===== src/rtl/cache_tag_lookup_pkg.sv =====
// Shared constants, FSM encoding and tree pseudo-LRU helpers for the cache tag lookup block.
package cache_tag_lookup_pkg;

  localparam int N       = 4;
  localparam int LOG_W   = 2;
  localparam int H       = 256;
  localparam int LOG_H   = 8;
  localparam int TAG_LEN = 20;

  typedef enum logic [2:0] {
    S_IDLE   = 3'd0,
    S_LOOKUP = 3'd1,
    S_REFILL = 3'd2,
    S_WRITE  = 3'd3,
    S_RESP   = 3'd4
  } state_t;

  // Tree bits: [0] root (0 = left pair, 1 = right pair), [1] picks in ways 0/1, [2] in ways 2/3.
  function automatic logic [1:0] plru_victim(input logic [2:0] t);
    logic [1:0] v;
    v = t[0] ? {1'b1, t[2]} : {1'b0, t[1]};
    return v;
  endfunction

  function automatic logic [2:0] plru_touch(input logic [2:0] t, input logic [1:0] w);
    logic [2:0] n;
    n = t;
    if (w[1] == 1'b0) begin
      n[0] = 1'b1;
      n[1] = ~w[0];
    end else begin
      n[0] = 1'b0;
      n[2] = ~w[0];
    end
    return n;
  endfunction

endpackage


===== src/rtl/cache_tag_lookup_repl.sv =====
// Replacement policy: per-set tree PLRU when CACHE_PLRU_EN is defined, else one global
// round-robin counter that advances only on fills that evicted a valid way.
module cache_tag_lookup_repl #(
  parameter int H     = 256,
  parameter int LOG_H = 8,
  parameter int LOG_W = 2
) (
  input  logic             clk,
  input  logic             resetn,
  input  logic [LOG_H-1:0] i_set,
  input  logic [LOG_W-1:0] i_way,
  input  logic             i_update,
  input  logic             i_fill,
  output logic [LOG_W-1:0] o_victim
);
  import cache_tag_lookup_pkg::*;

`ifdef CACHE_PLRU_EN
  logic [3*H-1:0] r_plru;
  logic [2:0]     w_tree;
  logic           w_unused;

  assign w_tree   = r_plru[int'(i_set)*3 +: 3];
  assign o_victim = plru_victim(w_tree);
  assign w_unused = i_fill;

  always_ff @(posedge clk or negedge resetn) begin
    if (!resetn) begin
      r_plru <= '0;
    end else if (i_update) begin
      r_plru[int'(i_set)*3 +: 3] <= plru_touch(w_tree, i_way);
    end
  end
`else
  logic [LOG_W-1:0] r_rr;
  logic             w_unused;

  assign o_victim = r_rr;
  assign w_unused = ^{i_set, i_way, i_update};

  always_ff @(posedge clk or negedge resetn) begin
    if (!resetn) begin
      r_rr <= '0;
    end else if (i_fill) begin
      r_rr <= r_rr + 1'b1;
    end
  end
`endif

endmodule


===== src/rtl/cache_tag_lookup.sv =====
// Tag lookup and miss-fill controller for a 4-way set-associative cache; replacement policy
// is chosen by CACHE_PLRU_EN (tree PLRU) or left undefined (global round-robin).
module cache_tag_lookup #(
  parameter int N       = cache_tag_lookup_pkg::N,
  parameter int LOG_W   = cache_tag_lookup_pkg::LOG_W,
  parameter int H       = cache_tag_lookup_pkg::H,
  parameter int LOG_H   = cache_tag_lookup_pkg::LOG_H,
  parameter int TAG_LEN = cache_tag_lookup_pkg::TAG_LEN
) (
  input  logic                 clk,
  input  logic                 resetn,
  input  logic                 req_valid,
  output logic                 req_ready,
  input  logic [LOG_H-1:0]     req_index,
  input  logic [TAG_LEN-1:0]   req_tag,
  output logic                 resp_valid,
  output logic                 resp_hit,
  output logic [LOG_W-1:0]     resp_way,
  output logic                 refill_req,
  output logic [LOG_W-1:0]     refill_way,
  input  logic                 refill_done,
  output logic                 tag_we,
  output logic [LOG_W-1:0]     tag_way,
  output logic [LOG_H-1:0]     tag_addr,
  output logic [TAG_LEN-1:0]   tag_din,
  input  logic [N*TAG_LEN-1:0] tag_dout,
  output logic [2:0]           dbg_state
);
  import cache_tag_lookup_pkg::*;

  // Request handshake: a request transfers on a rising edge where req_valid && req_ready;
  // req_ready stays low from acceptance until the cycle after the one-cycle resp_valid pulse.
  state_t             r_state;
  logic [LOG_H-1:0]   r_idx;
  logic [TAG_LEN-1:0] r_tag;
  logic [LOG_W-1:0]   r_victim;
  logic               r_used_policy;
  logic [H*N-1:0]     r_valid;
  logic               r_req_ready;
  logic               r_resp_valid;
  logic               r_resp_hit;
  logic [LOG_W-1:0]   r_resp_way;
  logic               r_refill_req;
  logic [LOG_W-1:0]   r_refill_way;
  logic               r_tag_we;
  logic [LOG_W-1:0]   r_tag_way;
  logic [TAG_LEN-1:0] r_tag_din;

  logic [N-1:0]       w_set_valid;
  logic [N-1:0]       w_hit_vec;
  logic               w_any_hit;
  logic [LOG_W-1:0]   w_hit_way;
  logic [LOG_W-1:0]   w_free_way;
  logic               w_all_valid;
  logic [LOG_W-1:0]   w_repl_victim;
  logic [LOG_W-1:0]   w_victim;
  logic               w_repl_update;
  logic               w_repl_fill;
  logic [LOG_W-1:0]   w_repl_way;

  assign w_set_valid = r_valid[int'(r_idx)*N +: N];
  assign w_any_hit   = |w_hit_vec;
  assign w_all_valid = &w_set_valid;
  assign w_victim    = w_all_valid ? w_repl_victim : w_free_way;

  // Valid bit gates every way, so a zero tag left in the RAM never hits.
  always_comb begin
    w_hit_vec  = '0;
    w_hit_way  = '0;
    w_free_way = '0;
    for (int i = 0; i < N; i++) begin
      w_hit_vec[i] = w_set_valid[i] && (tag_dout[i*TAG_LEN +: TAG_LEN] == r_tag);
    end
    for (int i = N-1; i >= 0; i--) begin
      if (w_hit_vec[i])     w_hit_way  = LOG_W'(i);
      if (!w_set_valid[i])  w_free_way = LOG_W'(i);
    end
  end

  assign w_repl_update = ((r_state == S_LOOKUP) && w_any_hit) || (r_state == S_WRITE);
  assign w_repl_fill   = (r_state == S_WRITE) && r_used_policy;
  assign w_repl_way    = (r_state == S_WRITE) ? r_victim : w_hit_way;

  cache_tag_lookup_repl #(
    .H     (H),
    .LOG_H (LOG_H),
    .LOG_W (LOG_W)
  ) u_repl (
    .clk      (clk),
    .resetn   (resetn),
    .i_set    (r_idx),
    .i_way    (w_repl_way),
    .i_update (w_repl_update),
    .i_fill   (w_repl_fill),
    .o_victim (w_repl_victim)
  );

  always_ff @(posedge clk or negedge resetn) begin
    if (!resetn) begin
      r_state       <= S_IDLE;
      r_idx         <= '0;
      r_tag         <= '0;
      r_victim      <= '0;
      r_used_policy <= 1'b0;
      r_valid       <= '0;
      r_req_ready   <= 1'b1;
      r_resp_valid  <= 1'b0;
      r_resp_hit    <= 1'b0;
      r_resp_way    <= '0;
      r_refill_req  <= 1'b0;
      r_refill_way  <= '0;
      r_tag_we      <= 1'b0;
      r_tag_way     <= '0;
      r_tag_din     <= '0;
    end else begin
      case (r_state)
        S_IDLE: begin
          if (req_valid) begin
            r_idx       <= req_index;
            r_tag       <= req_tag;
            r_req_ready <= 1'b0;
            r_state     <= S_LOOKUP;
          end
        end
        S_LOOKUP: begin
          if (w_any_hit) begin
            r_resp_valid <= 1'b1;
            r_resp_hit   <= 1'b1;
            r_resp_way   <= w_hit_way;
            r_state      <= S_RESP;
          end else begin
            r_victim      <= w_victim;
            r_used_policy <= w_all_valid;
            r_refill_req  <= 1'b1;
            r_refill_way  <= w_victim;
            r_state       <= S_REFILL;
          end
        end
        S_REFILL: begin
          if (refill_done) begin
            r_refill_req <= 1'b0;
            r_refill_way <= '0;
            r_tag_we     <= 1'b1;
            r_tag_way    <= r_victim;
            r_tag_din    <= r_tag;
            r_state      <= S_WRITE;
          end
        end
        S_WRITE: begin
          r_tag_we     <= 1'b0;
          r_tag_way    <= '0;
          r_tag_din    <= '0;
          r_valid[int'(r_idx)*N + int'(r_victim)] <= 1'b1;
          r_resp_valid <= 1'b1;
          r_resp_hit   <= 1'b0;
          r_resp_way   <= r_victim;
          r_state      <= S_RESP;
        end
        S_RESP: begin
          r_resp_valid <= 1'b0;
          r_resp_hit   <= 1'b0;
          r_resp_way   <= '0;
          r_req_ready  <= 1'b1;
          r_state      <= S_IDLE;
        end
        default: r_state <= S_IDLE;
      endcase
    end
  end

  assign req_ready  = r_req_ready;
  assign resp_valid = r_resp_valid;
  assign resp_hit   = r_resp_hit;
  assign resp_way   = r_resp_way;
  assign refill_req = r_refill_req;
  assign refill_way = r_refill_way;
  assign tag_we     = r_tag_we;
  assign tag_way    = r_tag_way;
  assign tag_addr   = r_idx;
  assign tag_din    = r_tag_din;
  assign dbg_state  = r_state;

endmodule

===== config.mk =====
export PLATFORM = sky130hd
export DESIGN_NAME = cache_tag_lookup
export DESIGN_NICKNAME = d
export VERILOG_FILES = /design/src/rtl/cache_tag_lookup_pkg.sv /design/src/rtl/cache_tag_lookup_repl.sv /design/src/rtl/cache_tag_lookup.sv
export SDC_FILE = /design/constraint.sdc
export NUM_CORES = 2
export LEC_CHECK = 0
export ABC_AREA = 1
export BUFFER_PORTS_ARGS = -buffer_cell sky130_fd_sc_hd__buf_2
export CAP_MARGIN = 10
export CORE_MARGIN = 5
export CORE_UTILIZATION = 50
export CTS_BUF_LIST = sky130_fd_sc_hd__clkbuf_4
export DETAILED_ROUTE_END_ITERATION = 7
export PLACE_DENSITY = 0.73
export SYNTH_ARGS = -nofsm -noshare
export SYNTH_HDL_FRONTEND = slang
export SYNTH_HIERARCHICAL = 1
export SYNTH_SLANG_ARGS = --single-unit

===== constraint.sdc =====
create_clock -name clk -period 6.8 [get_ports clk]
set_input_delay 0.34 -clock clk [delete_from_list [all_inputs] [get_ports clk]]
set_output_delay 0.34 -clock clk [all_outputs]
set_load 0.005 [all_outputs]

# Word level (Yosys, flattened, before mapping)
# Cells that the tools add are included.
# totals
word_cells	92
out_inout_bits	42
inputBits	112
reg_bits	1091
# op_classes
addsub	2
bitwise_logic	2
n_shift	1
eq_ne	12
order_cmp	2
n_reduce_logical	23
muxes	34
# ops
cell	count
$or A1024 B1024 Y1024	1
$shiftx A1024 B11 Y4	1
$eq A20 B20 Y1	4
$pmux W20 S2	1
$mux W2	13
$mux W20	1
$reduce_and A2 Y1	7
$pmux W3 S4	1
$add A10 B2 Y11	1
$ge A11 B1 Y1 const B	1
$lt A11 B11 Y1 const B	1
$demux W1 S10	1
$mux W3	3
$ne A2 B2 Y1 const B	4
$pmux W1 S2	4
$pmux W2 S2	2
$reduce_bool A2 Y1	4
$eq A3 B2 Y1 const B	2
$logic_and A1 B1 Y1	6
$mux W1	6
$pmux W2 S3	1
$reduce_and A4 Y1	1
$reduce_or A4 Y1	1
$eq A3 B1 Y1 const B	1
8 further kinds	8

# Longest topological paths before layout
# logic_depth
depth_word	8
mapped_depth	23
depth_no_buf	20

# By module
# Netlist, hierarchy kept.
# modules_own_cells
mod	area_per_inst_um2	seq_area_each_um2	cells_each	n_inst
cache_tag_lookup	49500.0	27252.4	5901	1
cache_tag_lookup_repl	83.8	50.0	10	1

# Worst setup path before layout
# Ideal clock, no wire load.
# synth_path
kind	register to register
from	reg r_idx[0] (netlist: tag_addr[0])
to	reg r_resp_way[0] (netlist: resp_way[0])
t_required_ns	6.683
setup_slack_ns	4.435
setup_ns	0.117
path_buffers	4
t_arrival_ns	2.249
period_less_slack_ns	2.365
path_stages_with_launch	21
cell_sequence	dfrtp_1 -> buf_6 -> buf_6 -> buf_6 -> buf_2 -> o211ai_1 -> nand2_1 -> nor2_1 -> nor2_1 -> nor2_1 -> nand2_1 -> nand2_1 -> nand2_1 -> nor2_1 -> nand2_1 -> nand2_2 -> nand2_2 -> o21ai_2 -> nand2_1 -> nand2_1 -> nand2_1
# synth_via
elab_chain_cells	8
word_cells_on_any_way	14
classes_between	1 x eq/ne; 1 x shift; 6 x mux; 6 x reduce/logical
# synth_rtl
item	line_no	rtl
start, declared	cache_tag_lookup.sv:34	logic [LOG_H-1:0] r_idx;
start signal, assigned	cache_tag_lookup.sv:119	r_idx <= req_index;
$shiftx A1024 B11 Y4 (*)	cache_tag_lookup.sv:61	assign w_set_valid = r_valid[int'(r_idx)*N +: N];
$logic_and A1 B1 Y1	cache_tag_lookup.sv:72	w_hit_vec[i] = w_set_valid[i] && (tag_dout[i*TAG_LEN +: TAG_LEN] == r_tag);
$mux W2 (4 in series)	cache_tag_lookup.sv:75	if (w_hit_vec[i]) w_hit_way = LOG_W'(i);
$mux W2	cache_tag_lookup.sv:126	if (w_any_hit) begin
$pmux W2 S3	cache_tag_lookup.sv:116	case (r_state)
end signal, assigned	cache_tag_lookup.sv:129	r_resp_way <= w_hit_way;
end signal, assigned	cache_tag_lookup.sv:156	r_resp_way <= r_victim;
end, declared	cache_tag_lookup.sv:42	logic [LOG_W-1:0] r_resp_way;
# Mark *: on every way between the ends. The rest lies on a longest branch, timed or not. The select of a mux whose other input is x is not followed.
# A chain may end at the register's enable or synchronous reset.

# Final worst setup path
# layout_path
from	reg r_idx[1] (netlist: tag_addr[1])
to	reg r_refill_way[1] (netlist: refill_way[1])
# layout_via
elab_chain_cells	8
word_cells_on_any_way	16
classes_between	1 x eq/ne; 1 x shift; 7 x mux; 7 x reduce/logical
# layout_rtl
item	line_no	rtl
$shiftx A1024 B11 Y4 (*)	cache_tag_lookup.sv:61	
$mux W2 (4 in series)	cache_tag_lookup.sv:76	if (!w_set_valid[i]) w_free_way = LOG_W'(i);
$mux W2	cache_tag_lookup.sv:64	assign w_victim = w_all_valid ? w_repl_victim : w_free_way;
$mux W2	cache_tag_lookup.sv:126	
$pmux W2 S2	cache_tag_lookup.sv:116	
end signal, assigned	cache_tag_lookup.sv:135	r_refill_way <= w_victim;
end, declared	cache_tag_lookup.sv:44	logic [LOG_W-1:0] r_refill_way;
# Marked as above.

==> out/qor.csv <==
stage,metric,value,unit
status,status,"finished, final reports clean",
cts,TritonCTS Buffers,294,
placed_design,post-DP HPWL,78700,um
sta,Hold Slack,0.246,ns
sta,worst-margin pin slew,1.24,ns
detailed_routing,ANT nets after route,0,
global_route,vias in the first global route,41153,
job,max-cap viol count,0,
placed_design,Port Buffers,153,
logic_synthesis,Syn Nets,6018,
power_and_ir_drop,part of the power in combinational logic,0.259,
global_route,GRT overflow,0,
detailed_routing,routed vias,41381,
placed_design,routability-driven placement congestion ratio,0.839,
detailed_routing,post-detailed-route wirelength per cell,18.9,um
cells_and_area,fin util,0.561,
setup_path,Startpoint Class,flop,
detailed_routing,initial DRC count,3944,
power_and_ir_drop,Power Density,311,mW/mm^2
cells_and_area,"non-filler cells, final",7557,
die,Initial Utilization,0.504,
logic_synthesis,Mapped Area,0.0496,mm^2
cts,CTS H-tree depth,5,
placed_design,placed insts,6998,
die,chip width,325,um
power_and_ir_drop,Peak VDD IR,0.286,mV
sta,final setup violation count,0,
cells_and_area,storage element area,0.0273,mm^2
cells_and_area,Synth-to-Final Area Change,11.5,%
cts,Worst-Skew Late Latency,1.15,ns
die,Die Span Y,325,um
detailed_routing,DR vias/cell,5.48,
sta,Final period util,0.828,
global_route,initial antenna violation count,1,
cells_and_area,final net count,6208,
logic_synthesis,Cells after Synth,5906,
power_and_ir_drop,total power draw,17.2,mW
cts,clock-pin transition on the worst setup and hold timing paths,0.07,ns
global_route,largest net degree at the start of global routing,228,
detailed_routing,DRC viols,0,
power_and_ir_drop,leakage,26.6,nW
logic_synthesis,Synth Area per Inst,8.39,um^2
worst_hold_path,Worst Hold Class,in -> reg,
cts,CTS root buffer,clkbuf_4,
setup_path,Worst setup EP type,flop,
power_and_ir_drop,switching part of the total,0.381,
placed_design,Placed Instance Area,0.0510,mm^2
sta,Final Hold Fails,0,
cts,post-cts sizing count,0,
logic_synthesis,Yosys Warn Count,6,
power_and_ir_drop,Pint,10.7,mW
power_and_ir_drop,Reg power frac,0.427,
cts,Sink Count,1091,
die,Die ar.,0.106,mm^2
sta,TNS Setup,0,ns
sta,min cycle time layout,5.63,ns
die,Core Rows,115,
sta,Max Slew Vio Count,0,
setup_path,CP Max Fanout,124,
sta,RSZ-0062 raised after global routing,no,
cells_and_area,area of the multi-input gates,0.0184,mm^2
placed_design,Post-Place Worst Slack,2.42,ns
cells_and_area,share of layout cells above drive strength 1,0.111,
cts,clock tree buffer depth,4,
die,Std-Cell Core Area,0.0984,mm^2
sta,clk_skew,0.0872,ns
sta,final worst setup slack,1.17,ns
power_and_ir_drop,clock share of power,0.314,
setup_path,WP data required,7.82,ns
die,Boundary Pins,154,
setup_path,Setup Crit Path Kind,reg -> reg,
global_route,wire length of the first global-routing pass,228000,um
sta,Fmax,0.178,GHz
detailed_routing,DR pass1 iterations,6,
cells_and_area,fillcell total,8854,
sta,Slew HR,0.168,
global_route,gr usage total,0.269,
detailed_routing,final wirelength,143000,um
power_and_ir_drop,sw power,6.55,mW
cells_and_area,"Design Area, Final",0.0553,mm^2
cts,CTS tree,done,
setup_path,Worst EP arrival,6.65,ns
-- cells in the final DEF, fill, tap and decap left out, types with 13 or more instances in the layout --
| cell type | instances |
|---|---|
| dfrtp_1 | 1087 |
| clkbuf_4 | 400 |
| o211ai_1 | 54 |
| buf_12 | 13 |
| xor2_1 | 28 |
| inv_1 | 564 |
| nor2_1 | 92 |
| nand3_1 | 53 |
| dlygate4sd3_1 | 85 |
| o21bai_1 | 525 |
| xnor2_1 | 40 |
| o21ai_0 | 941 |
| o21ai_1 | 26 |
| buf_4 | 65 |
| nand4_1 | 27 |
| clkinv_1 | 56 |
| buf_2 | 152 |
| nand2_1 | 1972 |
-- metal layers --
layer,part of all wire,GRT usage,up-vias
met5,0,0,-
met4,0.040,0.115,0
met2,0.46,0.432,1691
li1,-,-,19196
met3,0.076,0.0561,322
met1,0.42,0.357,20172
-- final timing paths --
check / from / endpoint / slack [ns] / cells after the start
max in group asynchronous: resetn / r_valid[788] / 5.16 / 5
worst max register to register: tag_addr[1] / refill_way[1] / 1.17 / 20
worst min register to register: r_valid[249] / r_valid[249] / 0.45 / 2
worst min-delay path: req_index[1] / tag_addr[1] / 0.25 / 4
min in group asynchronous: resetn / r_valid[696] / 0.51 / 4
worst max-delay path: tag_addr[1] / refill_way[1] / 1.17 / 20
-- registers in the layout, indices dropped and copies added, names as in the netlist --
register         flops
r_valid           1024
r_tag               20
tag_din             20
tag_addr             8
dbg_state            3
r_victim             2
refill_way           2
resp_way             2
tag_way              2
u_repl/o_victim      2
r_used_policy        1
refill_req           1
req_ready            1
resp_hit             1
resp_valid           1
tag_we               1
-- critical path, stage by stage, from the launching register on --
cell	delay, ns
dfrtp_4	0.88
inv_8	0.38
buf_4	0.60
nand2_1	0.15
nand2_1	0.06
nand2_1	0.05
nand2_1	0.07
nand2_1	0.06
nand2_1	0.07
o21ai_0	0.57
nand2_1	0.10
nor2_1	0.18
nand2_1	0.17
nand2_2	0.11
nand2_2	0.05
dlygate4sd3_1	0.61
nor2_2	0.13
dlygate4sd3_1	0.58
nand2_2	0.11
or2_1	0.25
nand2_1	0.07
-- power groups by stage --
stage / Combinational (mW) / Sequential, mW / Clock [mW]
2_1_floorplan: 2.97 / 7.17 / 0
3_3_place_gp: 4.19 / 7.44 / 0
3_5_place_dp: 4.25 / 7.45 / 0
4_1_cts: 4.36 / 7.34 / 5.53
5_1_grt: 4.80 / 7.40 / 5.88
6_report: 4.45 / 7.35 / 5.41
-- timing repair --
item	CTS	global route
hold buffers	86	0
buffers inserted	0	0
endpoints found under the hold margin	381	0
-- area by class of cell --
class | instances | share of cell area
diodes | 1 | 0.0000453
clock buffers | 400 | 0.0544
clock inverters | 69 | 0.00587
inverters | 571 | 0.0390
multi-input cells | 3818 | 0.333
flip-flops and latches | 1091 | 0.494
well taps | 1287 | 0.0291
repair buffers | 320 | 0.0447
(Power assumes the default switching activity.)
